==> src/rtl/i2s_pkg.sv <==
// i2s_pkg: shared defaults and the capture FSM state type for the I2S
// capture block and its helpers.
package i2s_pkg;
  localparam int SAMPLE_W_DEF   = 24;  // valid sample bits per slot, MSB first
  localparam int SLOT_W_DEF     = 32;  // SCK periods per channel slot
  localparam int DEPTH_LOG2_DEF = 9;   // log2 of frames per block

  typedef enum logic [1:0] {
    ST_IDLE = 2'd0,
    ST_RUN  = 2'd1,
    ST_DROP = 2'd2
  } state_t;
endpackage

==> src/rtl/i2s_edge_sync.sv <==
// i2s_edge_sync: brings an asynchronous bit clock into the clk domain through
// a 2-FF synchronizer and produces one-cycle rise/fall strobes by comparing
// the synchronized level with its previous value.
// Ports:
//   clk, reset_n   system clock, synchronous active-low reset
//   i_async        asynchronous input (SCK)
//   o_rise/o_fall  one-cycle strobes on synchronized rising/falling edges
module i2s_edge_sync (
  input  logic clk,
  input  logic reset_n,
  input  logic i_async,
  output logic o_rise,
  output logic o_fall
);
  logic r_s1, r_s2, r_prev;

  always_ff @(posedge clk) begin
    if (!reset_n) begin
      r_s1   <= 1'b0;
      r_s2   <= 1'b0;
      r_prev <= 1'b0;
    end else begin
      r_s1   <= i_async;
      r_s2   <= r_s1;
      r_prev <= r_s2;
    end
  end

  assign o_rise = r_s2 & ~r_prev;
  assign o_fall = ~r_s2 & r_prev;
endmodule

==> src/rtl/i2s_capture.sv <==
// i2s_capture: I2S receiver that deserializes stereo frames and writes them
// into a two-bank frame buffer, handing full banks to a consumer.
// Ports:
//   clk, reset_n        system clock, synchronous active-low reset
//   en                  capture enable (level)
//   sck, sd             I2S bit clock and serial data (asynchronous)
//   ws                  word select, 0 = left slot, 1 = right slot
//   wr_en/wr_addr       one-cycle frame write, address = {bank, frame index}
//   wr_data_l/_r        left/right samples for the write
//   blk_done/blk_bank   pulse when a bank fills / which bank (held)
//   blk_release/rel_bank consumer frees a bank
//   overrun             sticky: frames were dropped because no bank was free
module i2s_capture
  import i2s_pkg::*;
#(
  parameter int SAMPLE_W   = SAMPLE_W_DEF,
  parameter int SLOT_W     = SLOT_W_DEF,
  parameter int DEPTH_LOG2 = DEPTH_LOG2_DEF
) (
  input  logic                  clk,
  input  logic                  reset_n,
  input  logic                  en,
  input  logic                  sck,
  input  logic                  sd,
  output logic                  ws,
  output logic                  wr_en,
  output logic [DEPTH_LOG2:0]   wr_addr,
  output logic [SAMPLE_W-1:0]   wr_data_l,
  output logic [SAMPLE_W-1:0]   wr_data_r,
  output logic                  blk_done,
  output logic                  blk_bank,
  input  logic                  blk_release,
  input  logic                  rel_bank,
  output logic                  overrun
);
  localparam int CNT_W = $clog2(2 * SLOT_W);
  localparam logic [CNT_W-1:0] CNT_SLOT = CNT_W'(SLOT_W);
  localparam logic [CNT_W-1:0] CNT_LAST = CNT_W'(2 * SLOT_W - 1);
  localparam logic [CNT_W-1:0] CNT_SMP  = CNT_W'(SAMPLE_W);

  logic w_rise, w_fall;

  i2s_edge_sync u_sck_sync (
    .clk     (clk),
    .reset_n (reset_n),
    .i_async (sck),
    .o_rise  (w_rise),
    .o_fall  (w_fall)
  );

  // sd gets the same two-stage delay as sck so it is sampled in step
  // with the synchronized rise strobe.
  logic r_sd_s1, r_sd_s2;

  state_t                r_state, w_state_nxt;
  logic [CNT_W-1:0]      r_bit_cnt;
  logic [SAMPLE_W-1:0]   r_shift, r_left;
  logic [DEPTH_LOG2-1:0] r_idx;
  logic                  r_bank;
  logic [1:0]            r_busy;
  logic                  r_ws, r_wr_en, r_blk_done, r_blk_bank, r_overrun;
  logic [DEPTH_LOG2:0]   r_wr_addr;
  logic [SAMPLE_W-1:0]   r_wr_data_l, r_wr_data_r;

  logic                  w_right, w_wrap, w_shift, w_last_l, w_wr, w_blk_end;
  logic [CNT_W-1:0]      w_idx;
  logic [SAMPLE_W-1:0]   w_sample;
  logic [1:0]            w_set, w_clr, w_busy_nxt;

  assign w_right  = (r_bit_cnt >= CNT_SLOT);
  assign w_idx    = w_right ? (r_bit_cnt - CNT_SLOT) : r_bit_cnt;
  assign w_wrap   = w_fall && (r_bit_cnt == CNT_LAST);
  // Index 0 is the I2S one-bit delay slot; bits past SAMPLE_W are padding.
  assign w_shift  = w_rise && (w_idx != '0) && (w_idx <= CNT_SMP);
  assign w_last_l = w_rise && !w_right && (w_idx == CNT_SMP);
  assign w_wr     = w_rise && w_right && (w_idx == CNT_SMP) && (r_state == ST_RUN);
  assign w_blk_end = w_wr && (r_idx == '1);
  assign w_sample = {r_shift[SAMPLE_W-2:0], r_sd_s2};

  // Set (bank filled) wins over a coincident release of the same bank.
  assign w_set      = {w_blk_end & r_bank, w_blk_end & ~r_bank};
  assign w_clr      = {blk_release & rel_bank, blk_release & ~rel_bank};
  assign w_busy_nxt = (r_busy & ~w_clr) | w_set;

  always_ff @(posedge clk) begin
    if (!reset_n) r_state <= ST_IDLE;
    else          r_state <= w_state_nxt;
  end

  always_comb begin
    w_state_nxt = r_state;
    unique case (r_state)
      ST_IDLE: if (en) w_state_nxt = ST_RUN;
      ST_RUN: begin
        if (w_wrap && !en)
          w_state_nxt = ST_IDLE;
        else if (w_blk_end && w_busy_nxt[~r_bank])
          w_state_nxt = ST_DROP;
      end
      ST_DROP: begin
        if (w_wrap) begin
          if (!en)                 w_state_nxt = ST_IDLE;
          else if (!r_busy[r_bank]) w_state_nxt = ST_RUN;
        end
      end
      default: w_state_nxt = ST_IDLE;
    endcase
  end

  always_ff @(posedge clk) begin
    if (!reset_n) begin
      r_sd_s1     <= 1'b0;
      r_sd_s2     <= 1'b0;
      r_bit_cnt   <= '0;
      r_shift     <= '0;
      r_left      <= '0;
      r_idx       <= '0;
      r_bank      <= 1'b0;
      r_busy      <= '0;
      r_ws        <= 1'b0;
      r_wr_en     <= 1'b0;
      r_wr_addr   <= '0;
      r_wr_data_l <= '0;
      r_wr_data_r <= '0;
      r_blk_done  <= 1'b0;
      r_blk_bank  <= 1'b0;
      r_overrun   <= 1'b0;
    end else begin
      r_sd_s1 <= sd;
      r_sd_s2 <= r_sd_s1;

      if (r_state == ST_IDLE)
        r_bit_cnt <= '0;
      else if (w_fall)
        r_bit_cnt <= w_wrap ? '0 : r_bit_cnt + 1'b1;

      r_ws <= (r_bit_cnt >= CNT_SLOT);

      if (w_shift)  r_shift <= w_sample;
      if (w_last_l) r_left  <= w_sample;

      r_wr_en    <= w_wr;
      r_blk_done <= w_blk_end;
      if (w_wr) begin
        r_wr_addr   <= {r_bank, r_idx};
        r_wr_data_l <= r_left;
        r_wr_data_r <= w_sample;
      end

      // Outside RUN the index sits at 0 so every new run starts a fresh block.
      if (r_state != ST_RUN) r_idx <= '0;
      else if (w_wr)         r_idx <= r_idx + 1'b1;

      if (w_blk_end) begin
        r_bank     <= ~r_bank;
        r_blk_bank <= r_bank;
      end
      r_busy <= w_busy_nxt;

      if (r_state == ST_RUN && w_state_nxt == ST_DROP) r_overrun <= 1'b1;
    end
  end

  assign ws        = r_ws;
  assign wr_en     = r_wr_en;
  assign wr_addr   = r_wr_addr;
  assign wr_data_l = r_wr_data_l;
  assign wr_data_r = r_wr_data_r;
  assign blk_done  = r_blk_done;
  assign blk_bank  = r_blk_bank;
  assign overrun   = r_overrun;
endmodule
==> config.mk <==
export PLATFORM = sky130hd
export DESIGN_NAME = i2s_capture
export DESIGN_NICKNAME = d
export VERILOG_FILES = /design/src/rtl/i2s_pkg.sv /design/src/rtl/i2s_edge_sync.sv /design/src/rtl/i2s_capture.sv
export SDC_FILE = /design/constraint.sdc
export NUM_CORES = 1
export LEC_CHECK = 0
export BUFFER_PORTS_ARGS = -buffer_cell sky130_fd_sc_hd__buf_2
export CAP_MARGIN = 40
export CELL_PAD_IN_SITES_DETAIL_PLACEMENT = 0
export CELL_PAD_IN_SITES_GLOBAL_PLACEMENT = 2
export CORE_ASPECT_RATIO = 0.6
export CORE_MARGIN = 2
export CORE_UTILIZATION = 39
export CTS_BUF_LIST = sky130_fd_sc_hd__clkbuf_2 sky130_fd_sc_hd__clkbuf_4 sky130_fd_sc_hd__clkbuf_8
export CTS_CLUSTER_DIAMETER = 30
export DETAILED_ROUTE_END_ITERATION = 10
export GPL_TIMING_DRIVEN = 1
export PLACE_DENSITY_LB_ADDON = 0.05
export SLEW_MARGIN = 25
export SYNTH_ARGS = -nofsm -noshare
export SYNTH_HDL_FRONTEND = slang
export SYNTH_HIERARCHICAL = 1
export SYNTH_SLANG_ARGS = --single-unit
==> constraint.sdc <==
create_clock -name clk -period 4.4 [get_ports clk]
set_input_delay 0.88 -clock clk [delete_from_list [all_inputs] [get_ports clk]]
set_output_delay 0.88 -clock clk [all_outputs]
set_load 0.02 [all_outputs]
# Word level (Yosys, flattened, before mapping)
# Index checks and enable logic that the tools add are counted.
dict set report classes {
  add_sub_neg 3
  magnitude_cmp 4
  eq_ne 7
  n_mux 13
  n_bitwise 14
  reduce_logical 18
}
# op count
set op_table {}
lappend op_table {{logical AND 1 bit} 12}
lappend op_table {{2-to-1 mux 2 bit} 6}
lappend op_table {{2-to-1 mux 6 bit} 2}
lappend op_table {{adder 9 x 1 -> 9 bit (second input constant)} 1}
lappend op_table {{== test 9 bit (second input constant)} 1}
lappend op_table {{adder 6 x 1 -> 6 bit (second input constant)} 1}
lappend op_table {{AND 1 bit} 6}
lappend op_table {{== test 6 x 5 -> 1 bit (second input constant)} 1}
lappend op_table {{== test 6 bit (second input constant)} 1}
lappend op_table {{greater-or-equal comparator 6 bit (second input constant)} 1}
lappend op_table {{less-or-equal comparator 6 x 5 -> 1 bit (second input constant)} 1}
lappend op_table {{one-hot mux 2 bit (3 select lines)} 1}
lappend op_table {{nonzero test 6 bit} 1}
lappend op_table {{subtractor 6 bit (second input constant)} 1}
lappend op_table {{NOT 1 bit} 5}
lappend op_table {{== test 2 bit (second input constant)} 2}
lappend op_table {{< comparator 1 x 2 -> 1 bit (second input constant)} 2}
lappend op_table {{2-to-1 mux 1 bit} 4}
lappend op_table {{OR reduction 2 bit} 2}
lappend op_table {{AND 2 bit} 1}
lappend op_table {{== test 2 x 1 -> 1 bit (second input constant)} 1}
lappend op_table {{logical NOT 1 bit} 2}
lappend op_table {{logical NOT 2 bit} 1}
lappend op_table {{inequality test 2 x 1 -> 1 bit (second input constant)} 1}
lappend op_table {{other kinds (2)} 2}
dict set report totals {
  ff_bits 135
  inputBits 7
}

# Longest topological paths before layout
dict set report depth {
  word_depth 16
  depth_mapped 8
  ltp_nobuf 7
}

# By module
# Netlist, hierarchy kept.
# module instances cells_each area_per_inst_um2 seq_area_each_um2
set modules_own_cells {}
lappend modules_own_cells {i2s_capture 1 568 5133.7 2642.5}
lappend modules_own_cells {i2s_edge_sync 1 8 91.3 60.1}

# Least setup slack after synthesis
# Ideal clock, no wire load.
dict set report synth_timing {
  kind {input -> register}
  start {in reset_n}
  end {reg r_state[0]}
  setup_ns 0.092
  arrival_ns 1.705
  t_required_ns 4.308
  path_slack_ns 2.603
  path_stages 5
  n_path_buf 2
  cell_sequence {clkbuf_1 -> nand3b_1 -> clkbuf_1 -> a21o_1 -> o32ai_1}
}
# item line
set synth_lines {}
lappend synth_lines {{from (decl)} i2s_capture.sv:21} ;# input logic reset_n,
lappend synth_lines {{to (signal assigned)} i2s_capture.sv:87} ;# else r_state <= w_state_nxt;
lappend synth_lines {{to (decl)} i2s_capture.sv:55} ;# state_t r_state, w_state_nxt;

# Final worst setup path
dict set report layout_timing {
  start {reg u_sck_sync.r_s2}
  end {reg r_wr_data_r[4] (netlist: wr_data_r[4])}
}
dict set report layout_via {
  elab_chain_len 4
}
# item line
set layout_rtl {}
lappend layout_rtl {{from (decl)} i2s_edge_sync.sv:15} ;# logic r_s1, r_s2, r_prev;
lappend layout_rtl {{from (signal assigned)} i2s_edge_sync.sv:24} ;# r_s2 <= r_s1;
lappend layout_rtl {{AND 1 bit} i2s_edge_sync.sv:29} ;# assign o_rise = r_s2 & ~r_prev;
lappend layout_rtl {{net w_rise} i2s_capture.sv:41} ;# logic w_rise, w_fall;
lappend layout_rtl {{logical AND 1 bit (3 in a row)} i2s_capture.sv:76} ;# assign w_wr = w_rise && w_right && (w_idx == CNT_SMP) && (r_state == ST_RUN);
lappend layout_rtl {{to (signal assigned)} i2s_capture.sv:147} ;# r_wr_data_r <= w_sample;
lappend layout_rtl {{to (decl)} i2s_capture.sv:63} ;# logic [SAMPLE_W-1:0] r_wr_data_l, r_wr_data_r;
# The timed path passes the listed nets, and every way through them passes these cells.
# A chain may end at the register's enable or synchronous reset.

==> summary.md <==
The slew at the pin closest to its max-slew limit was 0.715 ns; the placed wire-length estimate after detailed placement was 7.41 mm. The floorplan has 32 rows. The kind of start point of the critical path is a register. The design draws 2420 uW.

The detailed-route wire length was 11.7 mm. Power spread over the standard cell area amounts to 391 nW/um^2. The horizontal die dimension was 153 um.

For this design, the slowest cell found on the critical path is nor3_4. After the flow finishes, the layout carries non-filler instances totaling 820. The floorplan core area was 13000 sq um; the top cell type's share of synthesized area was 51.7%. The number of flops mapped to enable cells by yosys is 0, and the stage delay of the slowest cell on the critical path is 0.52 ns.

Deepest clock path buffer count: 2. The run gives 3944 as the via count. Clock tree synthesis selected as its root buffer the cell clkbuf_8.

The logs give 0 for the number of buffers added to fix hold violations after cts and 70 for the count of boundary I/O pins. For the count of cell types in the netlist, the log shows 39. The gate count after technology mapping was 576; the proportion of register bits with asynchronous set or reset after synthesis was 0%. The logs give 3801 for the number of global-route vias before repair and 587 for the synthesized netlist net count. Cell type group with the largest total delay on the critical path: simple AND/OR/NAND/NOR gates. The final core utilization is 47.7%, and the cell area after synthesis is 5230 sq um.

By area the synthesized netlist is led by dfxtp_1 (52%), nand2_1 (13%), a21boi_1 (9.2%). The critical path in this run is classified as reg -> reg. The number of placed instances with taps included is 786, and the clock transition at the register clock pins on the worst setup and hold paths after CTS is 0.08 ns. Cell internal power was estimated by the tool at 1910 uW. CTS saw 135 sinks.

For the sum of negative setup slack, the log shows 0 ns. Count of final max-slew check failures: 0. The combinational fraction of design power came out at 1.9%. For the total leakage power, the log shows 0.00248 uW. The largest total area in the synthesized netlist belongs to dfxtp_1. The number of clock buffers added by TritonCTS is 17. The area growth from synthesis to layout is 18.4%.

Once the floorplan was initialized, standard cells occupied 40.3% of the core. Dominant register cell in the synthesized netlist: dfxtp_1. The count of synthesis-stage warnings from yosys is 6.

The first TritonRoute pass finished after 5 iterations. Global routing used 17.0% of the available tracks across all layers. The most common cell after layout, fill and taps aside was nand2_1. The total overflow reported by the global router came out at 0. Dividing the synthesized area by the synthesized cell count gives 9.07 sq um. The number of setup buffers added after CTS is 0. Measured against its own limit, the worst slew margin works out to 52.3%.

The run gives 0 as the antenna diode instance count. Setup violations remaining at the end of the flow were counted as 0. The share of the Yosys chip area taken by registers is 51.7%. The first global-routing pass estimated 19.3 mm of wire. The flow ran to the end, and the final reports show no timing, DRC or antenna violations. Dividing the final minimum period by the clock period gives 54.1%.

The die covers 14400 sq um. The critical path data required time was 4.77 ns. The average detailed-routed wire length per instance was 14.3 um.

Routability-driven placement finished with a final weighted congestion of 0.756. The worst hold path belongs to the class reg -> reg. The final critical-path required period works out to 2.38 ns.

The register share of total power came out at 50.7%. The detailed router finished its first iteration with 202 violations. The critical path goes through nor2b_1, nand3b_1, nor3_4, buf_4, nand2_1, a21boi_1. The top cell types in the final layout, fill and taps aside, are nand2_1 (176), dfxtp_1 (135), buf_2 (69). The number of hold violations in the final report is 0, and the number of antenna-violating nets in the routed design is 0. The post-cts repair resize count was 0. The number of register bits inferred by synthesis is 135, and the maximum fanout count along the critical path is 33. The critical path endpoint category was a register. Across the routed clock network, the largest skew measured is 0.0124 ns.

For the number of antenna violations at the first check in global routing, the log shows 0. The clock tree synthesis step divided the H-tree into 4 levels. Mean number of vias per cell: 4.81. Data arrives at the worst endpoint at 2.75 ns. Entering global routing, the biggest net connects 77 pins. The net load switching power is 516 uW. The floorplan step set the die height to 93.7 um. The clock latency of the later-clocked register in the worst-skew pair came out at 0.44 ns.

IR analysis of the VDD net gives a maximum drop of 0.000166 V. TritonCTS built the clock tree. Share of layout cells above drive strength 1: 18.0%. The part of the total power dissipated in the clock network was 47.5%. Switching part of the total: 21.3%.

Buffers placed on the I/O ports in this run total 69. In the final design database the tool counted 648 nets. Static timing analysis puts the maximum clock frequency at 420 MHz.

The DRC violation count after routing came out at 0. Setup repair after global routing left no endpoint under its margin. The total buffers and inverters traversed by the critical path works out to 1.

The max-capacitance violation count came out at 0.
==> sequential cells by signal, summed over array words and instances, names as in the netlist, 2 cells and up <==
name	count
r_left	24
wr_data_l	24
wr_data_r	24
r_shift	23
wr_addr	10
r_idx	9
r_bit_cnt	6
r_busy	2
r_state	2
==> area by class of cell <==
| cell class | instances | area (sq um) |
|---|---|---|
| Timing Repair Buffer | 77 | 453 |
| Fill cell | 1280 | 6790 |
| Multi-Input combinational cell | 399 | 2340 |
| Clock inverter | 12 | 173 |
| Inverter | 7 | 26.3 |
| Sequential cell | 135 | 2700 |
| Tap cell | 170 | 213 |
| Clock buffer | 20 | 275 |
==> final timing paths <==
kind,from,to,slack [ns],cells past startpoint
max reg2reg,u_sck_sync/r_s2,wr_data_r[4],2.02,6
min,u_sck_sync/r_s1,u_sck_sync/r_s2,0.44,1
max,u_sck_sync/r_s2,wr_data_r[4],2.02,6
min reg2reg,u_sck_sync/r_s1,u_sck_sync/r_s2,0.44,1
==> metrics by stage <==
step / hold slack, ns / worst slack [ns] / cell area [sq um]
global placement: 0.415 / 1.95 / 5650
detailed placement: 0.420 / 1.84 / 5710
finish: 0.437 / 2.02 / 6190
global route: 0.456 / 1.79 / 6190
floorplan: 0.412 / 2.60 / 5230
CTS: 0.434 / 1.92 / 6160
==> synthesized netlist by cell type (all sizes together), types with 5 or more instances <==
library cell / number
nor2: 12
clkbuf: 24
nand3b: 5
nor3: 5
dfxtp: 135
o21ai: 5
nand2: 177
inv: 7
mux2i: 25
xnor2: 7
a21boi: 87
nor2b: 26
buf: 11
and2: 9
==> kinds of logic after synthesis <==
group / share of synthesized area [%]
compound gates: 15.3
xor+xnor: 1.68
fa+ha+maj: 0.958
buf+inv: 3.64
flops: 51.7
mux: 4.79
simple gates: 22.0
==> routing by layer <==
layer / GRT usage, % / vias up / part of all wire (%)
met4: 6.57 / 0 / 0.79
met1: 25.2 / 1842 / 56
met3: 4.06 / 11 / 3.9
li1: - / 2025 / -
met2: 23.7 / 66 / 40
met5: 0 / - / 0
==> power by group through the flow <==
stage | Clock (uW) | Combinational (uW) | Sequential, uW
detailed placement | 0 | 45.4 | 1260
global placement | 0 | 44.5 | 1250
global route | 1240 | 49.0 | 1230
CTS | 1180 | 45.4 | 1230
floorplan | 0 | 33.7 | 1250
finish | 1150 | 44.8 | 1230
No activity file was read; power rests on OpenSTA's default activity.
